--- src/rtl/piso_frame_shifter.sv ---
// Parallel-in/serial-out frame shifter for a UART transmit datapath.
// Optional build macro SHIFT_PARITY_EN appends a parity bit after the data bits.
module piso_frame_shifter #(
  parameter int DATA_WIDTH = 8,
  parameter int MSB_FIRST  = 0,
  parameter bit IDLE_LEVEL = 1'b1
) (
  input  logic                  CLK,
  input  logic                  RST,
  input  logic [DATA_WIDTH-1:0] DATA_IN,
  input  logic                  LOAD_VALID,
  output logic                  LOAD_READY,
  input  logic                  SHIFT,
  output logic                  DATA_OUT,
  output logic                  BUSY,
  output logic                  DONE
`ifdef SHIFT_PARITY_EN
  ,
  input  logic                  PARITY_ODD
`endif
);

`ifdef SHIFT_PARITY_EN
  localparam int PAR_BITS = 1;
`else
  localparam int PAR_BITS = 0;
`endif
  localparam int NBITS = DATA_WIDTH + PAR_BITS;
  localparam int CW    = $clog2(NBITS + 1);

  localparam logic [0:0] ST_IDLE     = 1'b0;
  localparam logic [0:0] ST_SHIFTING = 1'b1;

  // The shift register always presents its head at bit 0; bit order is resolved at load.
  function automatic logic [DATA_WIDTH-1:0] order_bits(input logic [DATA_WIDTH-1:0] d);
    logic [DATA_WIDTH-1:0] r;
    r = d;
    if (MSB_FIRST != 0) begin
      for (int i = 0; i < DATA_WIDTH; i++) begin
        r[i] = d[DATA_WIDTH-1-i];
      end
    end else begin
      r = d;
    end
    return r;
  endfunction

`ifdef SHIFT_PARITY_EN
  function automatic logic calc_parity(input logic [DATA_WIDTH-1:0] d, input logic odd);
    return (^d) ^ odd;
  endfunction
`endif

  logic [0:0]       state_r,    state_s;
  logic [NBITS-1:0] shreg_r,    shreg_s;
  logic [CW-1:0]    count_r,    count_s;
  logic             data_out_r, data_out_s;
  logic             done_r,     done_s;
  logic [NBITS-1:0] load_word_s;

  // Word as it will be sent: data in send order, parity (if any) in the top position.
  always_comb begin
`ifdef SHIFT_PARITY_EN
    load_word_s = {calc_parity(DATA_IN, PARITY_ODD), order_bits(DATA_IN)};
`else
    load_word_s = order_bits(DATA_IN);
`endif
  end

  // Next-state logic for the frame controller and datapath.
  always_comb begin
    state_s    = state_r;
    shreg_s    = shreg_r;
    count_s    = count_r;
    data_out_s = data_out_r;
    done_s     = 1'b0;
    case (state_r)
      ST_IDLE: begin
        data_out_s = IDLE_LEVEL;
        if (LOAD_VALID) begin
          state_s    = ST_SHIFTING;
          shreg_s    = load_word_s;
          count_s    = CW'(NBITS);
          data_out_s = load_word_s[0];
        end else begin
          state_s = ST_IDLE;
        end
      end
      ST_SHIFTING: begin
        if (SHIFT) begin
          if (count_r == CW'(1)) begin
            state_s    = ST_IDLE;
            shreg_s    = '0;
            count_s    = '0;
            data_out_s = IDLE_LEVEL;
            done_s     = 1'b1;
          end else begin
            shreg_s    = shreg_r >> 1;
            count_s    = count_r - CW'(1);
            data_out_s = shreg_r[1];
          end
        end else begin
          state_s = ST_SHIFTING;
        end
      end
      default: begin
        state_s    = ST_IDLE;
        shreg_s    = '0;
        count_s    = '0;
        data_out_s = IDLE_LEVEL;
      end
    endcase
  end

  // State and output registers with synchronous reset.
  always_ff @(posedge CLK) begin
    if (RST) begin
      state_r    <= ST_IDLE;
      shreg_r    <= '0;
      count_r    <= '0;
      data_out_r <= IDLE_LEVEL;
      done_r     <= 1'b0;
    end else begin
      state_r    <= state_s;
      shreg_r    <= shreg_s;
      count_r    <= count_s;
      data_out_r <= data_out_s;
      done_r     <= done_s;
    end
  end

  assign BUSY       = (state_r == ST_SHIFTING);
  assign LOAD_READY = ~BUSY;
  assign DATA_OUT   = data_out_r;
  assign DONE       = done_r;

endmodule

--- config.mk ---
export PLATFORM = sky130hd
export DESIGN_NAME = piso_frame_shifter
export DESIGN_NICKNAME = d
export VERILOG_FILES = /design/src/rtl/piso_frame_shifter.sv
export SDC_FILE = /design/constraint.sdc
export NUM_CORES = 1
export LEC_CHECK = 0
export CAP_MARGIN = 15
export CORE_MARGIN = 2
export CORE_UTILIZATION = 46
export DETAILED_ROUTE_END_ITERATION = 10
export PLACE_DENSITY = 0.75
export SYNTH_ARGS = -nofsm -noshare
export SYNTH_HDL_FRONTEND = slang
export SYNTH_SLANG_ARGS = --single-unit
--- constraint.sdc ---
create_clock -name CLK -period 1.8 [get_ports CLK]
set_input_delay 0.18 -clock CLK [delete_from_list [all_inputs] [get_ports CLK]]
set_output_delay 0.18 -clock CLK [all_outputs]
set_load 0.005 [all_outputs]
# Word level (Yosys, flattened, before mapping)
# Cells that the tools add are included.
# totals
reg_bits	15
in_bits	12
output_inout_bits	4
wordCells	30
# classes
add_sub_neg	1
eq_ne	3
muxes	17
bitwise	2
reduce_logical	2
# op_table
op	count
$mux 8	2
$pmux 8 s2	1
$mux 4	3
$pmux 4 s2	1
$mux 1	7
$mux 7	1
$eq 4x1->1 const B	1
$ne 2x2->1 const B	2
$pmux 1 s2	2
$sub 4x1->4 const B	1
$reduce_or 3->1	1
$not 1->1	2
$reduce_and 2->1	1

# Longest topological paths before layout
# logic_depth
depth_word	4
mapped_depth	6
mapped_depth_nobuf	5

# Worst setup path after synthesis
# No wires, ideal clock.
# synth_path
path_kind	flip-flop to flip-flop
startpoint	register count_r[0]
endpoint	register count_r[2]
setup_time_ns	0.116
arrival_time_ns	1.298
required_ns	1.684
path_slack_ns	0.387
stages_incl_launch_ff	6
path_buffers	1
synth_period_minus_slack_ns	1.413
path_cell_list	dfxtp_1 > ha_1 > or3b_1 > buf_6 > nor4b_1 > a31o_1
# synth_via
elab_chain_cells	4
word_cells_on_any_way	5
cone_classes	add/sub (1); eq/ne (1); mux (3)
# synth_lines
element	line_no	text
start, declared	56	logic [CW-1:0] count_r, count_s;
start signal, assigned	126	count_r <= count_s;
$sub 4x1->4 / $eq 4x1->1 (equally long branches)	99, 91	
$mux 4 *	91	if (count_r == CW'(1)) begin
$mux 4 *	90	if (SHIFT) begin
$pmux 4 s2 *	77	case (state_r)
# Every way passes the cells marked *; elsewhere a longest branch is shown, timed or not. The select of a mux whose other input is x is not followed.
# A chain may end at the register's enable or synchronous reset.

# Worst setup path in the final report
# Same ends and word-level chain as after synthesis.

==> results.json <==
{
  "final_cell_mix": "15 x clkdlybuf4s50_1, 14 x dfxtp_1, 8 x o21ai_0, 8 x a21oi_1, 7 x a32oi_1",
  "insertion_delay_ps": 280,
  "cp_slowest_stage_delay_ps": 510,
  "crit_fanout": 10,
  "drt_pass1_iterations": 4,
  "cts_inserted_buffers": 3,
  "fin_skew_ps": 2.07,
  "synth-simple-area-share": 0.119,
  "clkSinkCount": 14,
  "leakage_nw": 0.308,
  "drive_gt1_frac": 0.0805,
  "grt_pass1_vias": 504,
  "die_w_um": 41.6,
  "port_buffers": 15,
  "dp.cells": 98,
  "cts_root_buffer": "clkbuf_4",
  "slew_headroom": 0.742,
  "num_rows": 13,
  "cp_slowest_cell": "or3b_1",
  "synth_xor_area_frac": 0,
  "tns_ps": 0,
  "peakVddDrop_uv": 441,
  "post_cts_buffers": 0,
  "synth_cell_types": 24,
  "clk_pin_slew_ps": 90,
  "routabilityCongestion": 0.726,
  "grt_start_max_net_pins": 16,
  "stdcell_count": 102,
  "maxCapViolations": 0,
  "synth_compound_area_frac": 0.281,
  "wire_per_inst_um": 12.9,
  "path_cells": "ha_1, or3b_1, nor4b_1, a31o_1",
  "p_seq_frac": 0.492,
  "drv_slew": 0,
  "syn-instance-count": 72,
  "p_per_area_nw_per_um2": 873,
  "synth_mux_area_frac": 0.0500,
  "die_y_um": 41.6,
  "rsz0062_at_grt": "false",
  "antenna_found_initial": 0,
  "yosys_warnings": 0,
  "num_antenna_cells": 0,
  "combPwrFrac": 0.197,
  "critPathRequiredTime_ps": 1980,
  "startpoint_type": "flop",
  "fmax_mhz": 634,
  "worstSetupPathType": "reg -> reg",
  "clk_path_buf_depth": 2,
  "final_area_um2": 830,
  "hold_viol": 0,
  "worstMarginPinSlew_ps": 386,
  "drt_iter0_markers": 17,
  "grt.overflow.total": 0,
  "drt-total-wl_um": 1320,
  "htree_num_levels": 1,
  "syn_area_um2": 651,
  "hp-class": "reg -> reg",
  "fin_crit_sh": 0.876,
  "fin_nets": 102,
  "ctsResizeCount": 0,
  "internal_power_uw": 536,
  "grt_first_pass_wirelength_um": 2130,
  "syn_nets": 86,
  "vias_per_cell": 5.78,
  "hold_buffers": 0,
  "cts_tree": "built",
  "final_common_cell": "clkdlybuf4s50_1",
  "dieArea_um2": 1730,
  "placed_cell_area_um2": 793,
  "switchingPower_uw": 188,
  "syn2layout_area_growth_pct": 27.5,
  "switching_share": 0.259,
  "drc": 0,
  "initial_core_util": 0.494,
  "grtUsageTotal": 0.155,
  "ios": 16,
  "core_region_area_um2": 1320,
  "vias": 590,
  "synth_top_family_by_area": "compound AO/OA/AOI/OAI gates",
  "final_antenna_net_count": 0,
  "cp.arrival_ps": 1760,
  "finalHoldWorstSlack_ps": 494,
  "setup_viol": 0,
  "status": "completed",
  "end_kind": "flop",
  "fill_cells": 116,
  "clkPwrFrac": 0.311,
  "dpl.hpwl_um": 913,
  "finalCriticalPeriod_ps": 1580,
  "synth_fa_ha_area_frac": 0.0385,
  "syn_avg_cell_area_um2": 9.04,
  "ys_ff_latch": 14,
  "yosysSeqAreaShare": 0.431
}
[registers in the layout (all words and copies together), names as in the netlist]
register	count
shreg_r	7
count_r	4
BUSY	1
DATA_OUT	1
DONE	1
[kinds of logic after synthesis]
| group | after synthesis |
|---|---|
| AOI/OAI and AO/OA | 28 |
| and+or+nand+nor | 15 |
| DFF | 14 |
| buffers and inverters | 10 |
| muxes | 3 |
| adders and majority gates | 2 |
[worst paths after layout]
check,from,endpoint,slack (ps),cells past startpoint
worst max-delay path,count_r[0],count_r[2],220,4
worst min-delay path,DATA_OUT,DATA_OUT,490,1
worst max register to register,count_r[0],count_r[2],220,4
worst min register to register,DATA_OUT,DATA_OUT,490,1
[cell usage after synthesis (all sizes together)]
| cell type | number | area [µm²] |
|---|---|---|
| a2bb2oi | 1 | 8.76 |
| nor3 | 3 | 15.0 |
| a211oi | 1 | 7.51 |
| mux2 | 2 | 22.5 |
| a31oi | 1 | 6.26 |
| mux2i | 1 | 10.0 |
| a31o | 1 | 8.76 |
| ha | 2 | 25.0 |
| nand3 | 1 | 5.00 |
| nor2b | 1 | 6.26 |
| or3b | 1 | 8.76 |
| inv | 5 | 18.8 |
| nor4b | 1 | 8.76 |
| a21oi | 8 | 40.0 |
| buf | 5 | 33.8 |
| nand3b | 1 | 7.51 |
| a32oi | 7 | 61.3 |
| dfxtp | 14 | 280 |
| a221o | 1 | 10.0 |
| o21ai | 8 | 40.0 |
| nor2 | 5 | 18.8 |
| nand2 | 2 | 7.51 |
[power by group through the flow]
| stage | Combinational, mW | Sequential (mW) | Clock (mW) |
|---|---|---|---|
| floorplan | 0.0901 | 0.359 | 0 |
| global placement | 0.139 | 0.362 | 0 |
| detailed placement | 0.142 | 0.363 | 0 |
| CTS | 0.143 | 0.356 | 0.230 |
| global route | 0.160 | 0.360 | 0.243 |
| finish | 0.143 | 0.356 | 0.225 |
[worst max-delay path, delay by kind of cell (launching register included)]
family,cells,cell delay [ps]
AND/OR/NAND/NOR,2,720
flip-flops,1,390
AO/OA/AOI/OAI,1,190
adder cells (fa/ha/maj),1,180
[final cells by class]
class,count,area [µm²],share of cell area
Multi-Input combinational cell,48,318,0.383
Tap cell,15,18.8,0.0226
Inverter,5,18.8,0.0226
Clock buffer,4,36.3,0.0437
Timing Repair Buffer,16,158,0.190
Sequential cell,14,280,0.338
[layer usage]
metal  share of wire  routed length (µm)  GRT usage  up-vias
met5               0                   0          0        -
met4           0.013                  17     0.0581        0
met3           0.058                  77     0.0391        5
met2            0.44                 585      0.238       18
met1            0.48                 639      0.210      271
li1                -                   -          -      296
[metrics by stage]
| stage | utilization | total power, mW | worst slack, ps |
|---|---|---|---|
| after floorplan | - | 0.449 | 387 |
| after global placement | 0.602 | 0.501 | 269 |
| after detailed placement | 0.602 | 0.505 | 234 |
| after CTS | 0.630 | 0.729 | 220 |
| after global routing | 0.630 | 0.764 | 150 |
| final | 0.630 | 0.724 | 222 |
Note: power is estimated with default switching activity, not from simulation.
